==> src/rtl/uart_tx_engine.sv <==
// uart_tx_engine: FIFO-fed UART transmitter with runtime baud divisor, parity and stop-bit selection
// Ports:
//   clk, rst                  clock and synchronous active-high reset
//   baud_div                  bit period = baud_div+1 cycles (minimum 4)
//   parity_mode, stop_bits    00 none / 01 even / 10 odd / 11 none; 0 one stop, 1 two stops
//   tx_data, tx_valid, tx_ready, tx_level   input FIFO push port and occupancy
//   tx_busy, tx_done, txd     activity flag, end-of-frame pulse, serial line (idle high)
module uart_tx_engine #(
  parameter int DATA_BITS  = 8,
  parameter int FIFO_DEPTH = 16,
  parameter int DIV_WIDTH  = 16
) (
  input  logic                               clk,
  input  logic                               rst,
  input  logic [DIV_WIDTH-1:0]               baud_div,
  input  logic [1:0]                         parity_mode,
  input  logic                               stop_bits,
  input  logic [DATA_BITS-1:0]               tx_data,
  input  logic                               tx_valid,
  output logic                               tx_ready,
  output logic [$clog2(FIFO_DEPTH+1)-1:0]    tx_level,
  output logic                               tx_busy,
  output logic                               tx_done,
  output logic                               txd
);
  localparam int AW = $clog2(FIFO_DEPTH);
  localparam int LW = $clog2(FIFO_DEPTH+1);
  localparam int IW = $clog2(DATA_BITS);
  typedef enum logic [2:0] {IDLE, START, DATA, PARITY, STOP1, STOP2} state_t;
  state_t r_state, w_next;
  logic [DATA_BITS-1:0] r_mem [FIFO_DEPTH];
  logic [AW:0] r_wptr, r_rptr;
  logic [DATA_BITS-1:0] r_data;
  logic [DIV_WIDTH-1:0] r_div, r_cnt, w_div;
  logic [1:0] r_par;
  logic r_stop2, r_txd, r_done;
  logic [IW-1:0] r_idx;
  logic w_push, w_pop, w_empty, w_expire, w_last, w_par_en, w_txd;
  assign tx_level = LW'(r_wptr - r_rptr);
  assign w_empty  = r_wptr == r_rptr;
  // ready depends only on state and rst, never on tx_valid
  assign tx_ready = ~rst & (tx_level != LW'(FIFO_DEPTH));
  assign w_push   = tx_valid & tx_ready;
  assign w_div    = baud_div < DIV_WIDTH'(3) ? DIV_WIDTH'(3) : baud_div;
  assign w_expire = r_cnt == '0;
  assign w_par_en = r_par == 2'b01 || r_par == 2'b10;
  assign tx_busy  = r_state != IDLE || !w_empty;
  assign tx_done  = r_done;
  assign txd      = r_txd;
  // odd parity is even parity inverted, and bit 1 of the mode marks odd
  assign w_txd = r_state == START  ? 1'b0 :
                 r_state == DATA   ? r_data[r_idx] :
                 r_state == PARITY ? (^r_data) ^ r_par[1] : 1'b1;
  always_comb begin
    w_next = r_state;
    w_pop  = 1'b0;
    w_last = 1'b0;
    case (r_state)
      IDLE:   if (!w_empty) begin w_next = START; w_pop = 1'b1; end
      START:  if (w_expire) w_next = DATA;
      DATA:   if (w_expire && r_idx == IW'(DATA_BITS-1)) w_next = w_par_en ? PARITY : STOP1;
      PARITY: if (w_expire) w_next = STOP1;
      STOP1:  if (w_expire) begin if (r_stop2) w_next = STOP2; else w_last = 1'b1; end
      STOP2:  if (w_expire) w_last = 1'b1;
      default: w_next = IDLE;
    endcase
    // end of the final stop bit: chain straight into the next start bit when data waits
    if (w_last) begin
      w_next = w_empty ? IDLE : START;
      w_pop  = !w_empty;
    end
  end
  always_ff @(posedge clk) begin
    if (rst) begin
      r_state <= IDLE;
      r_wptr  <= '0;
      r_rptr  <= '0;
      r_cnt   <= '0;
      r_idx   <= '0;
      r_txd   <= 1'b1;
      r_done  <= 1'b0;
    end else begin
      r_state <= w_next;
      r_txd   <= w_txd;
      r_done  <= w_last;
      if (w_push) begin
        r_mem[r_wptr[AW-1:0]] <= tx_data;
        r_wptr <= r_wptr + 1'b1;
      end
      if (w_pop) begin
        r_rptr  <= r_rptr + 1'b1;
        r_data  <= r_mem[r_rptr[AW-1:0]];
        r_div   <= w_div;
        r_par   <= parity_mode;
        r_stop2 <= stop_bits;
        r_cnt   <= w_div;
        r_idx   <= '0;
      end else if (r_state != IDLE) begin
        r_cnt <= w_expire ? r_div : r_cnt - 1'b1;
        if (r_state == DATA && w_expire) r_idx <= r_idx + 1'b1;
      end
    end
  end
endmodule

==> config.mk <==
export PLATFORM = sky130hd
export DESIGN_NAME = uart_tx_engine
export DESIGN_NICKNAME = d
export VERILOG_FILES = /design/src/rtl/uart_tx_engine.sv
export SDC_FILE = /design/constraint.sdc
export NUM_CORES = 1
export LEC_CHECK = 0
export CAP_MARGIN = 15
export CORE_UTILIZATION = 45
export DETAILED_ROUTE_END_ITERATION = 10
export PLACE_DENSITY_LB_ADDON = 0.3
export SLEW_MARGIN = 25
export SYNTH_ARGS = -nofsm -noshare
export SYNTH_HDL_FRONTEND = slang
export SYNTH_SLANG_ARGS = --single-unit
export TNS_END_PERCENT = 5
==> constraint.sdc <==
create_clock -name clk -period 4.5 [get_ports clk]
set_clock_uncertainty 0.15 [all_clocks]
set_input_delay 1.125 -clock clk [delete_from_list [all_inputs] [get_ports clk]]
set_output_delay 1.125 -clock clk [all_outputs]
set_load 0.01 [all_outputs]
==> metrics.log <==
[metrics] number of flops mapped to enable cells by yosys: between 150 and 200
[metrics] floorplan die width: 137 um
[metrics] maximum fanout along the worst path: 5
[metrics] FF+latch count, synth: approximately 190
[metrics] global placer's final weighted congestion: 0.881
[metrics] minimum clock period after layout: 4.06 ns
[metrics] outcome: complete, no violations
[metrics] unrepaired setup endpoints after global routing: no
[metrics] Power Dens Cells: between 500 and 600 nW/um^2
[metrics] area of all sequential standard cells: 5340 sq um
[metrics] die footprint: 18800 sq um
[metrics] max-cap viol count: 0
[metrics] worst skew pair latency: 0.44 ns
[metrics] Compound-Gate Fraction of Synth Area: 6.78%
[metrics] total routing resource utilization after global routing: between 10% and 20%
[metrics] total negative slack: 0 ns
[metrics] type of destination of the critical path: output port
[metrics] part of the Yosys area used for sequential elements: approximately two thirds
[metrics] parity-gate share of the synthesized area counting xor and xnor cells: 2.45%
[metrics] Post-DP HPWL: 11.9 mm
[metrics] peak-usage layer in the global routing report: met2
[metrics] worst-case headroom to the max-slew limit: 34.7%
[metrics] worst-case register-to-register setup slack: 1.09 ns
[metrics] kind of start point of the critical path: flip-flop
[metrics] number of different library cells in the post-synthesis netlist: 61
[metrics] series of cell instances along the critical path: inv_1 > ha_1 > inv_1 > fa_1 > xor2_1 > nor3_1 > o2111a_1 > nor2_1 > clkdlybuf4s50_1
[metrics] transition time at the pin with the least slew margin: slightly below 1 ns
[metrics] most repeated library cell on the critical path: sky130_fd_sc_hd__inv_1
[metrics] Data required, critical path: roughly 3.2 ns
[metrics] area share of fa/ha/maj cells after synthesis: 2.07%
[metrics] Post-Place Worst Slack: between 0.9 and 1 ns
[metrics] number of inserted filler cells in the final layout: 1448
[metrics] Max VDD drop: 0.000354 V
[metrics] net count after synthesis: around 580
[metrics] combined area of the multi-input logic cells: 2690 sq um
[metrics] worst-case setup margin in the final layout: 0.438 ns
[metrics] routed len/inst: 21.3 um
[metrics] Final Cycle Share: ~90%
[metrics] Synth Instances: 533
[metrics] predominant post-synthesis flop cell: sky130_fd_sc_hd__edfxtp_1
[metrics] final max-slew violation count: 0
[metrics] vias in the first global route: 4829
[metrics] hold violation total from the final report: 0
[metrics] Num Clock Sinks: 189
[metrics] ratio of routed vias to standard cells: 5.92
[metrics] Setup Crit Path Kind: flip-flop to output port
[metrics] number of hold buffers added after cts: 0
[metrics] count of input and output buffers: 38
[metrics] core outline area: about 18000 sq um
[metrics] Synth warnings: 0
[metrics] cell at the root of the clock tree: sky130_fd_sc_hd__clkbuf_16
[metrics] post-synthesis area per instance: 15.4 sq um
[metrics] cell type of the slowest stage on the worst timing path: sky130_fd_sc_hd__clkdlybuf4s50_1
[metrics] initial cell density of the core: about 46%
[metrics] number of gates resized after cts: 0
[metrics] Routed Antenna Nets: 0
[metrics] Iter 0 DRT Violations: 302
[metrics] net total in the final layout: 604
[metrics] share of post-route cells with drive strength above 1: 16.6%
[metrics] DRC Markers: 0
[metrics] met3 GRT Util: 4.38%
[metrics] maximum frequency from static timing analysis: ~250 MHz
[metrics] num rows: 49
[metrics] iteration count of the initial detailed-routing pass: 5
[metrics] met2 routing resource usage after global routing: 32.0%
[metrics] detailed-route via count: 4757
[metrics] maximum clock path buffer count: 2
[metrics] Post-Synth Simple-Gate Area: 8.97%
[metrics] I/O Pins: 39
[metrics] antenna cells: 0
[metrics] Num CTS Buffers: 17
[metrics] met1 usage in global routing: between 20% and 30%
[metrics] async set-reset flop share out of synthesis: 0%
[metrics] remaining global-route overflow: 0
[metrics] Min-Delay Path Class: flip-flop to flip-flop
[metrics] multiplexer share of the synthesized area: 12.4%
[metrics] main combinational cell family by area after synthesis: multiplexers
[metrics] synthesized cell area: 8230 sq um
[metrics] clock tree from TritonCTS: done
[metrics] data arrival time of the critical path: 2.79 ns
[metrics] Chip Height: roughly 140 um
[metrics] initial antenna violation count: 0
[metrics] total wirelength of the detailed-routed design: 17.1 mm
[metrics] Post CTS Setup Buffer Count: 0
[metrics] global-route wire length before repair: 27.0 mm
[metrics] maximum level of the CTS H-tree: 4
[metrics] clock-pin transition on the worst setup and hold timing paths: approximately 0.07 ns
[metrics] layout overhead on the synthesized area: 14.4%
[metrics] leakage power: 0.00314 uW
[metrics] Max stage delay on crit path: roughly 0.47 ns
[metrics] final setup violation count: 0
[metrics] pin count of the biggest net entering global routing: 36
==> registers in the layout, summed over array words and instances (netlist names) <==
signal   flops
r_state      3
tx_done      1
r_idx        3
r_par        2
r_data       8
r_rptr       5
r_wptr       5
r_mem      128
r_div       16
txd          1
r_cnt       16
r_stop2      1
==> path summary, 6_finish.rpt <==
check | endpoint | depth (start not counted) | startpoint
hold / removal | r_wptr[4] | 1 | r_wptr[4]
setup / recovery | tx_ready | 9 | r_wptr[0]
setup reg to reg | r_data[0] | 7 | r_rptr[3]
hold reg to reg | r_wptr[4] | 1 | r_wptr[4]
==> per-layer routing <==
metal	part of all wire, %	wire [um]
met3	5.1	870
met4	0.92	158
met5	0	0
met1	44	7610
met2	50	8480
==> cell usage in the layout (no fill, tap or decap), types with 3 or more instances in the layout <==
master and instances:
sky130_fd_sc_hd__edfxtp_1 155, sky130_fd_sc_hd__mux4_2 42, sky130_fd_sc_hd__clkdlybuf4s50_1 38, sky130_fd_sc_hd__dfxtp_1 33, sky130_fd_sc_hd__nor2_1 27, sky130_fd_sc_hd__a21oi_1 17, sky130_fd_sc_hd__and3_1 17, sky130_fd_sc_hd__clkbuf_16 17
sky130_fd_sc_hd__nand3_1 14, sky130_fd_sc_hd__inv_1 13, sky130_fd_sc_hd__nor3_1 13, sky130_fd_sc_hd__xnor2_1 13, sky130_fd_sc_hd__nand2_1 13, sky130_fd_sc_hd__o21ai_0 12, sky130_fd_sc_hd__ha_1 12, sky130_fd_sc_hd__xor2_1 10
sky130_fd_sc_hd__nor4_1 8, sky130_fd_sc_hd__buf_4 8, sky130_fd_sc_hd__or3_1 7, sky130_fd_sc_hd__nand4_1 6, sky130_fd_sc_hd__mux2i_1 6, sky130_fd_sc_hd__a221o_1 6, sky130_fd_sc_hd__clkinv_8 6, sky130_fd_sc_hd__a21o_1 5
sky130_fd_sc_hd__a31oi_1 5, sky130_fd_sc_hd__a22oi_1 5, sky130_fd_sc_hd__nand2b_1 4, sky130_fd_sc_hd__o211ai_1 4, sky130_fd_sc_hd__o22ai_1 4, sky130_fd_sc_hd__inv_6 4, sky130_fd_sc_hd__and2_1 3, sky130_fd_sc_hd__nor2b_1 3
sky130_fd_sc_hd__o221ai_1 3
==> layout make-up <==
cell class,instances,share of cell area [%]
sequential,189,56.7
multi-input combinational,293,28.5
timing repair buffer,46,4.68
clock buffer,17,4.52
tap,229,3.05
clock inverter,15,1.94
inverter,14,0.559
==> cell families after synthesis <==
kind of cell               count (synthesis)
DFF                                      189
AOI/OAI and AO/OA                         80
and+or+nand+nor                          128
buffers and inverters                     51
adders and majority gates                 13
xor gates and xnor gates                  23
muxes                                     49
==> power breakdown <==
part	internal, uW	leakage, uW	switching, uW	total, uW
Clock	755	0.000290	740	1500
Sequential	2080	0.00168	173	2260
Combinational	775	0.00117	959	1730
==> through the flow <==
stage          instance area, sq um  hold slack (ns)  std cells  utilization [%]  total power (uW)
3_5_place_dp                   8800            0.352        771             49.0              4020
5_1_grt                        9410            0.378        803             52.4              5760
6_report                       9410            0.366        803             52.4              5480
3_3_place_gp                   8800            0.314        771             49.0              3990
2_1_floorplan                  8230            0.305        533                -              3530
4_1_cts                        9410            0.366        803             52.4              5510
==> critical path: cells and delay by family (launching register included) <==
| kind | cells | cell delay [ns] |
|---|---|---|
| xor+xnor | 1 | 0.19 |
| buf+inv | 3 | 0.69 |
| simple gates | 2 | 0.26 |
| fa+ha+maj | 2 | 0.59 |
| flops | 1 | 0.34 |
| compound gates | 1 | 0.29 |
==> cell usage after synthesis, drive strengths merged, types with 4 or more instances <==
cell type,number,area (sq um)
xnor2,13,114
clkbuf,30,113
and3,17,106
o21ai,12,60.1
nand4,6,37.5
nor4,10,92.6
a31oi,5,31.3
o211ai,4,30.0
nand2,13,48.8
nand2b,4,25.0
a21oi,17,85.1
mux4,42,946
or3,7,43.8
o22ai,4,25.0
inv,14,52.6
nor2,28,108
dfxtp,34,681
buf,7,40.0
a21o,5,37.5
nand3,14,70.1
xor2,10,87.6
a22oi,5,37.5
a221o,7,71.3
edfxtp,155,4650
nor3,14,75.1
ha,12,150
mux2i,6,60.1
Power figures use the tool's default switching activity.
